==> config.mk <==
export PLATFORM = sky130hd
export DESIGN_NAME = median_window_feeder_flat
export DESIGN_NICKNAME = d
export VERILOG_FILES = /design/src/rtl/median_window_if.sv /design/src/rtl/median_window_feeder.sv /design/src/flat_wrapper.sv
export SDC_FILE = /design/constraint.sdc
export NUM_CORES = 1
export LEC_CHECK = 0
export BUFFER_PORTS_ARGS = -buffer_cell sky130_fd_sc_hd__buf_2
export CAP_MARGIN = 25
export CORE_ASPECT_RATIO = 0.8
export CORE_MARGIN = 3
export CORE_UTILIZATION = 25
export DETAILED_ROUTE_END_ITERATION = 10
export PLACE_DENSITY_LB_ADDON = 0.12
export SYNTH_ARGS = -nofsm -noshare
export SYNTH_HDL_FRONTEND = slang
export SYNTH_SLANG_ARGS = --single-unit
==> constraint.sdc <==
create_clock -name clk -period 8.8 [get_ports clk]
set_input_delay 1.32 -clock clk [delete_from_list [all_inputs] [get_ports clk]]
set_output_delay 1.32 -clock clk [all_outputs]
set_load 0.01 [all_outputs]
==> src/rtl/median_window_if.sv <==
// median_window_if: pixel-in / three-word-column-out handshake bundle for median_window_feeder
interface median_window_if #(
    parameter int DATA_WIDTH = 32
);
    logic [DATA_WIDTH-1:0] pix_data;
    logic [DATA_WIDTH-1:0] word0;
    logic [DATA_WIDTH-1:0] word1;
    logic [DATA_WIDTH-1:0] word2;
    logic pix_valid;
    logic pix_ready;
    logic out_valid;
    logic out_ready;
    logic frame_done;
    modport master (
        input pix_data, pix_valid, out_ready,
        output pix_ready, word0, word1, word2, out_valid, frame_done
    );
    modport slave (
        output pix_data, pix_valid, out_ready,
        input pix_ready, word0, word1, word2, out_valid, frame_done
    );
endinterface

==> src/rtl/median_window_feeder.sv <==
// median_window_feeder: line-buffered vertical 3-pixel column source for median_filter
// MEDIAN_WINDOW_BORDER_EN: when defined, rows 0/1 emit top-border-replicated columns
module median_window_feeder #(
    parameter int DATA_WIDTH = 32,
    parameter int LINE_LEN = 8,
    parameter int NUM_LINES = 8
) (
    input logic clk,
    input logic rst,
    median_window_if.master bus
);
    localparam int CW = $clog2(LINE_LEN);
    localparam int RW = $clog2(NUM_LINES);
    typedef enum logic [1:0] {FILL0, FILL1, STREAM} state_t;
    state_t state;
    logic [CW-1:0] col;
    logic [RW-1:0] row;
    logic [DATA_WIDTH-1:0] lb0 [LINE_LEN];
    logic [DATA_WIDTH-1:0] lb1 [LINE_LEN];
    logic [DATA_WIDTH-1:0] top0;
    logic [DATA_WIDTH-1:0] top1;
    logic accept;
    logic emit;
    logic last_col;
    logic last_row;
    assign bus.pix_ready = !bus.out_valid || bus.out_ready;
    assign accept = bus.pix_valid && bus.pix_ready;
    assign last_col = col == CW'(LINE_LEN - 1);
    assign last_row = row == RW'(NUM_LINES - 1);
`ifdef MEDIAN_WINDOW_BORDER_EN
    assign emit = accept;
    assign top0 = state == FILL0 ? bus.pix_data : state == FILL1 ? lb0[col] : lb1[col];
    assign top1 = state == FILL0 ? bus.pix_data : lb0[col];
`else
    assign emit = accept && state == STREAM;
    assign top0 = lb1[col];
    assign top1 = lb0[col];
`endif
    // Line buffers are never cleared: each row is rewritten before it is read.
    always_ff @(posedge clk) begin
        if (accept) begin
            lb1[col] <= lb0[col];
            lb0[col] <= bus.pix_data;
        end
    end
    always_ff @(posedge clk) begin
        if (rst) begin
            state <= FILL0;
            col <= '0;
            row <= '0;
            bus.out_valid <= 1'b0;
            bus.frame_done <= 1'b0;
            bus.word0 <= '0;
            bus.word1 <= '0;
            bus.word2 <= '0;
        end else begin
            if (accept) begin
                col <= last_col ? '0 : col + 1'b1;
                if (last_col) begin
                    row <= last_row ? '0 : row + 1'b1;
                    state <= state == FILL0 ? FILL1 : state == FILL1 ? STREAM : last_row ? FILL0 : STREAM;
                end
            end
            // A freshly loaded column wins over a same-cycle take.
            if (emit) begin
                bus.word0 <= top0;
                bus.word1 <= top1;
                bus.word2 <= bus.pix_data;
                bus.out_valid <= 1'b1;
                bus.frame_done <= last_col && last_row;
            end else if (bus.out_ready) begin
                bus.out_valid <= 1'b0;
                bus.frame_done <= 1'b0;
            end
        end
    end
endmodule

==> src/flat_wrapper.sv <==
// flat-port wrapper written by rule: the top's interface ports become plain ports
module median_window_feeder_flat 
#(
    parameter int DATA_WIDTH = 32,
    parameter int LINE_LEN = 8,
    parameter int NUM_LINES = 8
)
  (clk, rst, bus_pix_data, bus_pix_valid, bus_out_ready, bus_pix_ready, bus_word0, bus_word1, bus_word2, bus_out_valid, bus_frame_done);
  median_window_if #(.DATA_WIDTH(DATA_WIDTH)) bus_i ();
  input logic clk;
  input logic rst;
  input wire logic [$bits(bus_i.pix_data)-1:0] bus_pix_data;
  input wire logic [$bits(bus_i.pix_valid)-1:0] bus_pix_valid;
  input wire logic [$bits(bus_i.out_ready)-1:0] bus_out_ready;
  output wire logic [$bits(bus_i.pix_ready)-1:0] bus_pix_ready;
  output wire logic [$bits(bus_i.word0)-1:0] bus_word0;
  output wire logic [$bits(bus_i.word1)-1:0] bus_word1;
  output wire logic [$bits(bus_i.word2)-1:0] bus_word2;
  output wire logic [$bits(bus_i.out_valid)-1:0] bus_out_valid;
  output wire logic [$bits(bus_i.frame_done)-1:0] bus_frame_done;
  assign bus_i.pix_data = bus_pix_data;
  assign bus_i.pix_valid = bus_pix_valid;
  assign bus_i.out_ready = bus_out_ready;
  assign bus_pix_ready = bus_i.pix_ready;
  assign bus_word0 = bus_i.word0;
  assign bus_word1 = bus_i.word1;
  assign bus_word2 = bus_i.word2;
  assign bus_out_valid = bus_i.out_valid;
  assign bus_frame_done = bus_i.frame_done;
  median_window_feeder #(.DATA_WIDTH(DATA_WIDTH), .LINE_LEN(LINE_LEN), .NUM_LINES(NUM_LINES)) u_core (.clk(clk), .rst(rst), .bus(bus_i));
endmodule
==> results of run 1 <==
==> routing by layer <==
metal	share of wire, %	vias up	global-route usage [%]
li1	-	5503	-
met1	49	6209	18.46
met2	44	241	19.48
met3	4.1	90	2.251
met4	2.1	0	3.294
met5	0	-	0
==> area by class of cell <==
| cell class | instances | area share, % |
|---|---|---|
| diodes | 2 | 0.01825 |
| clock buffers | 107 | 7.427 |
| clock inverters | 24 | 0.7573 |
| multi-input cells | 625 | 18.88 |
| flip-flops and latches | 621 | 64.05 |
| well taps | 1212 | 5.529 |
| repair buffers | 162 | 3.340 |
==> synthesized netlist by cell type, types with 2 or more instances <==
| cell type | instances | share of area, % |
|---|---|---|
| a211oi_1 | 4 | 0.13 |
| a21o_1 | 4 | 0.13 |
| a21oi_1 | 70 | 1.5 |
| a221oi_1 | 8 | 0.30 |
| a22oi_1 | 60 | 2.0 |
| buf_1 | 4 | 0.065 |
| buf_2 | 30 | 0.65 |
| buf_4 | 6 | 0.20 |
| buf_6 | 7 | 0.34 |
| clkbuf_1 | 37 | 0.60 |
| dfxtp_1 | 109 | 9.4 |
| edfxtp_1 | 512 | 67 |
| ha_1 | 4 | 0.22 |
| mux2_2 | 40 | 2.0 |
| mux2i_1 | 112 | 4.9 |
| mux4_2 | 64 | 6.2 |
| nand2_1 | 74 | 1.2 |
| nand2b_1 | 3 | 0.081 |
| nand3_1 | 4 | 0.087 |
| nand3b_1 | 2 | 0.065 |
| nand4b_1 | 2 | 0.076 |
| nor2_1 | 100 | 1.6 |
| nor2b_1 | 2 | 0.054 |
| nor3_1 | 64 | 1.4 |
| or3_1 | 3 | 0.081 |
==> worst paths after layout <==
path,cells after the start,to,slack (ps),start
setup / recovery,6,u_core.lb0[4][16]$_DFFE_PP_,5110,bus_out_ready
hold reg to reg,2,u_core.bus.word2[12]$_SDFFE_PP0P_,450,u_core.bus.word2[12]$_SDFFE_PP0P_
hold / removal,2,u_core.bus.word2[12]$_SDFFE_PP0P_,450,u_core.bus.word2[12]$_SDFFE_PP0P_
setup reg to reg,4,u_core.lb0[4][16]$_DFFE_PP_,5450,u_core.col[2]$_SDFFE_PP0P_
==> logic make-up after synthesis <==
logic type,Yosys count
flip-flops,621
AND/OR/NAND/NOR,258
multiplexers,216
AO/OA/AOI/OAI,147
buffers and inverters,85
adder cells (fa/ha/maj),4
==> tightest hold or removal path: stages (launching register included) <==
cell,delay (ps)
dfxtp_1,300
nand2_1,50
a21oi_1,50
==> through the flow <==
step / util, % / power, mW / cells / setup WS (ps)
6_report: 30.00 / 6.447 / 2753 / 5115
5_1_grt: 30.00 / 6.704 / 2751 / 4918
4_1_cts: 29.97 / 6.560 / 2750 / 5048
3_5_place_dp: 27.51 / 3.671 / 2619 / 4395
3_3_place_gp: 27.51 / 3.667 / 2619 / 4488
2_1_floorplan: - / 3.545 / 1331 / 321.5
==> registers in the layout (all words and copies together) (netlist names), named ones only <==
name and count:
u_core.lb0 256, u_core.bus.frame_done 1, u_core.bus.word0 32, u_core.bus.word2 32, u_core.lb1 256, u_core.col 3
u_core.state 2, u_core.bus.word1 32, u_core.bus.out_valid 1, u_core.row 3
==> power groups by stage <==
| stage | Clock [mW] | Sequential, mW | Combinational (mW) |
|---|---|---|---|
| CTS | 2.95 | 3.29 | 0.324 |
| global placement | 0 | 3.35 | 0.320 |
| detailed placement | 0 | 3.35 | 0.322 |
| finish | 2.84 | 3.29 | 0.317 |
| global route | 3.07 | 3.29 | 0.347 |
| floorplan | 0 | 3.34 | 0.203 |
==> layout by cell type (no fill, tap or decap), types with 64 or more instances in the layout <==
cell type and instances:
clkbuf_16 75, edfxtp_1 512, mux2i_1 112, buf_2 133, mux4_2 64, nand2_1 74, dfxtp_1 106, a21oi_1 70
nor2_1 96
==> flow_summary.yaml, run 1 <==
status:
  status: "finished clean"
logic_synthesis:
  netlist-cell-type-count: 31
  ys_warn_count: 0
  syn_inst: 1331
  synth-xor-area-share_pct: 0
  synth_compound_area_share_pct: 4.068
  synth_top_family_by_area: "multiplexers"
  synthFlopType: "edfxtp_1"
  synth-adder-area-share_pct: 0.2167
  synth_edf_count: 512
  synth_mux_area_share_pct: 13.04
  ys_async_sr_fraction_pct: 0
  syn_area_per_cell_sq_um: 17.35
  ys_ff_latch: 621
  syn_area_sq_um: 23100
  yosys.area_share.simple_pct: 4.783
  ys_seq_area_share_pct: 76.01
  syn-num-nets: 1371
sta:
  fin_setup_tns_ps: 0
  hold_ws_ps: 454.8
  slew_headroom_pct: 33.99
  setup_violations: 0
  timing.final.crit_period_ps: 3685
  max_freq_mhz: 271.3
  fin_skew_ps: 26.05
  slew_viol_final: 0
  hold_viol_final: 0
  rsz0062_at_grt: "no"
  worst_pin_slew_ps: 990.1
  fin_crit_sh_pct: 41.88
worst_setup_path:
  arrival_ps: 3910
  slowest_delay_ps: 670
  critPathLaunchType: "input port"
  cp-end-kind: "flop"
  path_cells: "buf_2, nand2b_1, nand3_1, nor3_2, buf_4, buf_4"
  critPathMaxFanout: 33
  critical_path_required_ps: 9030
  cp_common_cell: "buf_4"
  crit_family: "simple AND/OR/NAND/NOR gates"
  worstSetupPathType: "input port to flop"
  cp_slowest_cell: "nor3_2"
  crit_buf_inv: 3
clock_tree:
  clk_path_buf_depth: 3
  ctsResizeCount: 0
  htreeDepth: 3
  numCtsBuffers: 72
  holdBufCountCts: 0
  clock-sinks: 621
  tritoncts: "done"
  cts_root_buf: "clkbuf_16"
  clkTransAtPathRegs_ps: 50
  clk_latency_ps: 610
  cts_setup_buffers: 0
floorplan:
  fp.dieW_um: 345.8
  ioPinCount: 135
  placementRows: 99
  start_util_pct: 25.27
  die_y_um: 277.9
  design.die.area_sq_um: 96090
  fp.coreArea_sq_um: 91420
global_route:
  grt_pass1_vias: 12550
  grt_use_total_pct: 12.67
  grt_pass1_wl_um: 89460
  antenna_found_initial: 2
  grt_max_degree: 117
  overflow: 0
worst_hold_path:
  min_path_type: "flop to flop"
routing:
  drt_iter0_markers: 719
  vias_per_cell: 4.375
  drc: 0
  ant_nets: 0
  wl_per_cell_um: 22.18
  first_pass_iters: 5
  routed_wl_um: 61060
  vias: 12040
finish:
  final_area_sq_um: 27430
  regArea_sq_um: 17570
  final_nets: 1522
  area_growth_pct: 18.74
  fillers: 9065
  drive_gt1_share_pct: 24.30
  multi_input_area_sq_um: 5177
pwr:
  power_leakage_nw: 8.946
  internal-power_mw: 5.063
  p_per_area_nw_per_um2: 235.1
  p_sw_mw: 1.384
  ir_worst_vdd_mv: 0.1184
  p_clk_share_pct: 44.1
  p_sw_share_pct: 21.47
  power_frac_seq_pct: 51.0
  power_frac_comb_pct: 4.9
placement:
  hpwl_um: 32950
  place_area_sq_um: 25150
  place_congestion: 0.6730
  portBuffers: 134
flow_run:
  maxCapViolations: 0
Note: power is estimated with default switching activity, not from simulation.
==> run 2: changes to the inputs <==
clock period = 3.3 ns   (was 8.8 ns; I/O delays follow)
==> flow_summary.yaml, run 2 (synthesis gave the netlist of run 1 again) <==
status:
  status: "finished clean"
clock_tree:
  clk_path_buf_depth: 3
  cts_setup_buffers: 0
  cts_root_buf: "clkbuf_16"
  clock-sinks: 621
  holdBufCountCts: 0
  tritoncts: "done"
  htreeDepth: 3
  numCtsBuffers: 70
  clkTransAtPathRegs_ps: 60
  ctsResizeCount: 0
  clk_latency_ps: 600
sta:
  slew_viol_final: 0
  setup_violations: 0
  timing.final.crit_period_ps: 2214
  setup_ws_ps: 1086
  slew_headroom_pct: 46.41
  fin_crit_sh_pct: 67.09
  fin_skew_ps: 21.97
  hold_viol_final: 0
  rsz0062_at_grt: "no"
  worst_pin_slew_ps: 803.9
  max_freq_mhz: 451.7
finish:
  final_nets: 1529
  area_growth_pct: 20.33
  reg.largest.list: "u_core.lb0: 256 flops, u_core.lb1: 256 flops"
  drive_gt1_share_pct: 25.27
  final_area_sq_um: 27790
  fin_util_pct: 30.40
  final_common_cell: "edfxtp_1"
  layout_common_cells: "edfxtp_1, buf_2, mux2i_1, dfxtp_1, nor2_1"
worst_setup_path:
  cp-end-kind: "flop"
  critical_path_required_ps: 3760
  worstSetupPathType: "flop to flop"
  critPathLaunchType: "flop"
  critPathMaxFanout: 24
  arrival_ps: 2670
  reg2reg_depth: 5
  timing.rr.end: "u_core.bus.word1[6]$_SDFFE_PP0P_"
  reg2reg_slack_ps: 1090
pwr:
  power_leakage_nw: 9.074
  p_sw_mw: 3.704
  p_sw_share_pct: 21.40
  power_frac_comb_pct: 5.0
  internal-power_mw: 13.60
  p_per_area_nw_per_um2: 622.6
  ir_worst_vdd_mv: 0.2670
  power_frac_seq_pct: 50.6
  p_clk_share_pct: 44.4
routing:
  vias_per_cell: 4.391
  drc: 0
  first_pass_iters: 4
  routed_wl_um: 61850
  ant_nets: 0
  vias: 12120
  wl_per_cell_um: 22.40
  drt_iter0_markers: 666
floorplan:
  die_y_um: 277.9
  design.die.area_sq_um: 96090
  start_util_pct: 25.27
  fp.coreArea_sq_um: 91420
  placementRows: 99
  fp.dieW_um: 345.8
  ioPinCount: 135
global_route:
  overflow: 0
  grt_max_degree: 87
  grt_pass1_vias: 12620
  antenna_found_initial: 3
  grt_use_total_pct: 12.78
  grt_pass1_wl_um: 90490
placement:
  portBuffers: 134
  place_congestion: 0.6789
  hpwl_um: 33460
  place_area_sq_um: 25520
  post-place-ws_ps: 914.3
worst_hold_path:
  worst_hold_path.endpoint: "u_core.lb0[3][19]$_DFFE_PP_"
  min_path_type: "input port to flop"
  hold_path_depth: 1
  min_from: "bus_pix_data[19]"
flow_run:
  maxCapViolations: 0
==> run 2: worst max-delay path by stage <==
| stage | from | to | depth (start not counted) |
|---|---|---|---|
| floorplan | u_core.col[0]$_SDFFE_PP0P_ | u_core.lb0[2][0]$_DFFE_PP_ | 5 |
| global placement | bus_out_ready | u_core.lb0[4][7]$_DFFE_PP_ | 5 |
| detailed placement | bus_out_ready | u_core.lb0[4][7]$_DFFE_PP_ | 5 |
| CTS | flop | u_core.bus.word1[11]$_SDFFE_PP0P_ | 5 |
| global route | flop | u_core.bus.word1[20]$_SDFFE_PP0P_ | 5 |
| finish | flop | u_core.bus.word1[6]$_SDFFE_PP0P_ | 5 |
==> run 2: critical path, stage by stage, from the launching register on <==
cell and delay, ps:
dfxtp_4 610, buf_12 290, mux4_2 520, mux2_2 400, nor2_1 160, nor3_1 70
==> run 2: final cells by class <==
cell class	instances	area (sq um)
Timing Repair Buffer	171	1226
Sequential cell	621	17570
Clock inverter	26	236.5
Fill cell	9084	63620
Tap cell	1212	1516
Multi-Input combinational cell	625	5209
Clock buffer	104	2034
Antenna cell	2	5.005
==> run 2: metal layers <==
layer / track usage, % / part of all wire [%]
met5: 0 / 0
met4: 2.822 / 1.8
met3: 2.492 / 3.7
met2: 19.26 / 44
met1: 18.98 / 51
==> run 2: stage by stage <==
stage	setup TNS, ps	std cells	power, mW	hold WS [ps]
after detailed placement	0	2629	9.814	443.1
final	0	2761	17.30	185.2
after CTS	0	2759	17.60	133.7
after global placement	0	2629	9.804	440.3
after floorplan	-108360	1331	9.447	435.6
after global routing	0	2759	17.98	150.0
==> run 2: power by group through the flow <==
stage / Sequential [mW] / Combinational (mW) / Clock, mW
floorplan: 8.90 / 0.549 / 0
global placement: 8.92 / 0.884 / 0
detailed placement: 8.92 / 0.891 / 0
CTS: 8.76 / 0.895 / 7.95
global route: 8.76 / 0.950 / 8.27
finish: 8.75 / 0.867 / 7.68
